--- src/rtl/stat_accum.sv ---
// stat_accum: per-frame statistics over samples pulled from an upstream FIFO.
// A frame is requested with start_i/frame_len_i. The block reads frame_len_i
// samples at up to one per cycle and accumulates sum, min, max and count. The
// result is then held on a valid/ready handshake until it is accepted.
//
// Ports:
//   clk_i, rst_i            clock, asynchronous active-high reset
//   start_i, frame_len_i    frame request and its length (zero length ignored)
//   fifo_empty_i            upstream FIFO empty flag
//   fifo_rd_en_o            upstream FIFO read enable (combinational)
//   fifo_data_i             FIFO data, valid the cycle after an accepted read
//   res_valid_o/res_ready_i result handshake
//   res_sum_o, res_min_o, res_max_o, res_cnt_o  frame statistics
//   busy_o                  high whenever a frame is in progress or pending
module stat_accum #(
  parameter int unsigned D_WIDTH   = 32,
  parameter int unsigned CNT_WIDTH = 10,
  parameter int unsigned SUM_WIDTH = D_WIDTH + CNT_WIDTH
) (
  input  logic                 clk_i,
  input  logic                 rst_i,
  input  logic                 start_i,
  input  logic [CNT_WIDTH-1:0] frame_len_i,
  input  logic                 fifo_empty_i,
  output logic                 fifo_rd_en_o,
  input  logic [D_WIDTH-1:0]   fifo_data_i,
  output logic                 res_valid_o,
  input  logic                 res_ready_i,
  output logic [SUM_WIDTH-1:0] res_sum_o,
  output logic [D_WIDTH-1:0]   res_min_o,
  output logic [D_WIDTH-1:0]   res_max_o,
  output logic [CNT_WIDTH-1:0] res_cnt_o,
  output logic                 busy_o
);

  typedef enum logic [1:0] {
    IDLE = 2'd0,
    RUN  = 2'd1,
    DONE = 2'd2
  } state_t;

  state_t               state_q;
  state_t               state_d;
  logic                 start_ok;
  logic [CNT_WIDTH-1:0] len_q;
  logic [CNT_WIDTH-1:0] issued_q;
  logic                 rd_q;

  // Reads stop once every sample of the frame has been requested.
  assign fifo_rd_en_o = (state_q == RUN) && !fifo_empty_i && (issued_q < len_q);

  // Next-state logic; DONE is entered on the edge that accumulates the last sample.
  always_comb begin
    state_d  = state_q;
    start_ok = 1'b0;
    case (state_q)
      IDLE: begin
        if (start_i && (frame_len_i != '0)) begin
          start_ok = 1'b1;
          state_d  = RUN;
        end
      end
      RUN: begin
        if (rd_q && (CNT_WIDTH'(res_cnt_o + CNT_WIDTH'(1)) == len_q)) begin
          state_d = DONE;
        end
      end
      DONE: begin
        if (res_valid_o && res_ready_i) begin
          state_d = IDLE;
        end
      end
      default: state_d = IDLE;
    endcase
  end

  // State register plus registered status outputs derived from the next state.
  always_ff @(posedge clk_i or posedge rst_i) begin
    if (rst_i) begin
      state_q     <= IDLE;
      res_valid_o <= 1'b0;
      busy_o      <= 1'b0;
    end else begin
      state_q     <= state_d;
      res_valid_o <= (state_d == DONE);
      busy_o      <= (state_d != IDLE);
    end
  end

  // Frame length, issued-read counter and the one-cycle read-return flag.
  always_ff @(posedge clk_i or posedge rst_i) begin
    if (rst_i) begin
      len_q    <= '0;
      issued_q <= '0;
      rd_q     <= 1'b0;
    end else begin
      rd_q <= fifo_rd_en_o;
      if (start_ok) begin
        len_q    <= frame_len_i;
        issued_q <= '0;
      end else if (fifo_rd_en_o) begin
        issued_q <= issued_q + CNT_WIDTH'(1);
      end
    end
  end

  // Accumulators double as the result registers, so they hold after DONE.
  always_ff @(posedge clk_i or posedge rst_i) begin
    if (rst_i) begin
      res_sum_o <= '0;
      res_min_o <= '0;
      res_max_o <= '0;
      res_cnt_o <= '0;
    end else if (start_ok) begin
      res_sum_o <= '0;
      res_min_o <= '1;
      res_max_o <= '0;
      res_cnt_o <= '0;
    end else if (rd_q) begin
      res_sum_o <= res_sum_o + SUM_WIDTH'(fifo_data_i);
      if (fifo_data_i < res_min_o) begin
        res_min_o <= fifo_data_i;
      end
      if (fifo_data_i > res_max_o) begin
        res_max_o <= fifo_data_i;
      end
      res_cnt_o <= res_cnt_o + CNT_WIDTH'(1);
    end
  end

endmodule
--- config.mk ---
export PLATFORM = sky130hd
export DESIGN_NAME = stat_accum
export DESIGN_NICKNAME = d
export VERILOG_FILES = /design/src/rtl/stat_accum.sv
export SDC_FILE = /design/constraint.sdc
export NUM_CORES = 1
export LEC_CHECK = 0
export ABC_AREA = 1
export CORE_MARGIN = 5
export CORE_UTILIZATION = 40
export CTS_BUF_LIST = sky130_fd_sc_hd__clkbuf_4
export CTS_CLUSTER_SIZE = 20
export DETAILED_ROUTE_END_ITERATION = 12
export SLEW_MARGIN = 10
export SYNTH_ARGS = -nofsm -noshare
export SYNTH_HDL_FRONTEND = slang
export SYNTH_SLANG_ARGS = --single-unit
--- constraint.sdc ---
create_clock -name clk_i -period 14.2 [get_ports clk_i]
set_input_delay 2.84 -clock clk_i [delete_from_list [all_inputs] [get_ports clk_i]]
set_output_delay 2.84 -clock clk_i [all_outputs]
set_load 0.1 [all_outputs]
==> flow_summary.yaml <==
global_route:
  gr-usage-all-layers_pct: 21.39
  grt_pass1_vias: 10230
  grt_max_degree: 100
  antenna_found_initial: 1
  grt_pass1_wl_um: 53050
  overflow: 0
worst_setup_path:
  worstSetupStartpoint: "fifo_empty_i"
  crit_end: "fifo_rd_en_o"
  worstReg2RegStart: "res_max_o[31]"
  cp_max_fo: 12
  cp.arrival_ns: 5.34
  crit_required_ns: 11.36
  worstRegToRegCells: 11
  critPathLaunchType: "primary input"
  worst_setup_path_end_kind: "output port"
  reg2reg_slack_ns: 10.95
  timing.rr.end: "res_max_o[8]"
  path_class: "in -> out"
yosys:
  netlist-cell-type-count: 42
  yosys-top-cells-area: "dfrtp_1 (32%), nand2_1 (19%), ha_1 (12%)"
  ys.flop_type: "dfrtp_1"
  synth-warning-count: 0
  muxShareOfSynthArea_pct: 0
  async_flop_share_pct: 100.0
  synth_adder_area_share_pct: 12.36
  yosys.area.top_type: "dfrtp_1"
  netlist_area_um2: 10890
  ys_seq_area_share_pct: 32.39
  synth_seq_cells: 141
  yosys.area.top_type_share_pct: 32.39
  synth_common_cells: "nand2_1 (537), inv_1 (226), nand3_1 (155)"
  synth-xor-area-share_pct: 1.045
  syn-num-nets: 1776
  synth-edff-count: 0
  synth_simple_gate_area_share_pct: 36.32
  synth.most_common_cell: "nand2_1"
  synth_top_family_by_area: "simple AND/OR/NAND/NOR gates"
  syn_inst: 1622
  avgSynthCellArea_um2: 6.717
  synth_compound_gate_area_share_pct: 7.787
floorplan:
  die_y_um: 175.0
  start_util_pct: 40.54
  fp.coreArea_um2: 26880
  die_x_um: 175.0
  io_pins: 166
  rows: 60
  die-area_um2: 30640
min_path:
  hp-class: "reg -> reg"
  hold_depth: 2
place:
  dp.cells: 2088
  gp_congestion: 0.9212
  post-dp-hpwl_um: 25060
  port_buffers: 165
clock_network:
  cts_setup_buffers: 0
  clk_pin_slew_ns: 0.14
  cts_num_sinks: 141
  clk_latency_ns: 0.61
  cts_max_level: 4
  hold_buffers: 0
  root_buffer: "clkbuf_4"
  cts_tree: "built"
  cts_resized: 0
  cts_buffer_depth: 2
  cts_buffers: 17
cells_and_area:
  nFillCells: 2761
  drive_gt1_share_pct: 3.035
  syn_to_final_growth_pct: 20.27
  postLayoutCoreUtil_pct: 48.75
  fin_nets: 1920
  finalNonFillerCells: 2121
timing:
  skew_ns: 0.04411
  finalSetupViolCount: 0
  fin_tns_setup_ns: 0
  post-route-period-util_pct: 57.58
  finalMaxSlewViolations: 0
  hold_viol: 0
  period_minus_slack_ns: 8.176
  rsz0062_at_grt: "false"
  slew_headroom_pct: 22.50
  fmax_mhz: 122.3
  worst_pin_slew_ns: 1.160
drt:
  drc: 0
  routedWlPerCell_um: 15.45
  met3_length_um: 1678
  drt_iter0_drc: 717
  ant_nets: 0
  wirelength_um: 32780
  viasPerCell: 5.075
  drt_first_pass_iters: 6
  met2WireLength_um: 15010
  highest_layer: "met4"
  via_count: 10765
  wl_met1_um: 15590
outcome:
  status: "completed"
job:
  maxCapViolCount: 0
-- metal layers --
layer / track usage (%) / vias to the layer above
li1: - / 5498
met1: 29.72 / 4987
met2: 35.02 / 243
met3: 3.462 / 37
met4: 5.172 / 0
met5: 0 / -
-- critical path, cell delays in order --
cell and delay [ns]:
clkdlybuf4s50_1 0.40, nor2_1 0.39, nand2_1 0.37, inv_1 0.19
clkdlybuf4s50_1 1.15
-- state kept, by name, indices dropped and copies added, names as in the netlist, 2 cells and up --
register   flops
state_q        2
res_max_o     32
res_cnt_o     10
res_sum_o     42
issued_q      10
res_min_o     32
len_q         10
-- stage by stage --
stage,hold slack (ns),worst slack [ns],instance area [um2]
final,0.5358,6.024,13100
after detailed placement,0.5074,6.034,12800
after CTS,0.5390,6.021,13100
after global placement,0.4913,6.063,12800
after floorplan,0.5150,7.500,10890
after global routing,0.5705,5.798,13100
-- area by class of cell --
| class | instances | area, um2 | area share [%] |
|---|---|---|---|
| inverters | 229 | 864.6 | 6.599 |
| clock buffers | 19 | 142.6 | 1.089 |
| multi-input cells | 1207 | 6292 | 48.02 |
| flip-flops and latches | 141 | 3528 | 26.93 |
| repair buffers | 170 | 1689 | 12.89 |
| clock inverters | 13 | 156.4 | 1.194 |
| well taps | 341 | 426.7 | 3.256 |
| diodes | 1 | 2.502 | 0.01910 |
-- cell usage in the layout, fill, tap and decap left out, types with 4 or more instances in the layout --
cell type,n
clkbuf_4,19
nor3_1,8
xor2_1,5
nor2_1,124
o21ai_1,40
nand2_1,537
inv_1,225
nand3_1,155
nor4_1,4
a21oi_1,77
xnor2_1,8
clkinv_4,4
buf_4,5
or2_1,5
o21a_1,4
ha_1,106
clkdlybuf4s50_1,165
or2_0,27
nand4_1,49
o21ai_0,22
inv_6,4
dfrtp_1,141
-- cell families after synthesis --
group / after synthesis
flops: 141
buf+inv: 274
simple gates: 927
compound gates: 160
xor+xnor: 13
fa+ha+maj: 107
-- worst min path at each step --
stage,start,to,slack (ns)
floorplan,issued_q[9],issued_q[9],0.51
global placement,res_sum_o[0],res_sum_o[0],0.49
detailed placement,res_sum_o[0],res_sum_o[0],0.51
CTS,res_sum_o[0],res_sum_o[0],0.54
global route,res_sum_o[24],res_sum_o[24],0.57
finish,res_sum_o[18],res_sum_o[18],0.54
Power is left out: the tool's default activity adds up to more than one toggle a clock period on the data nets, which glitch-free logic cannot reach.
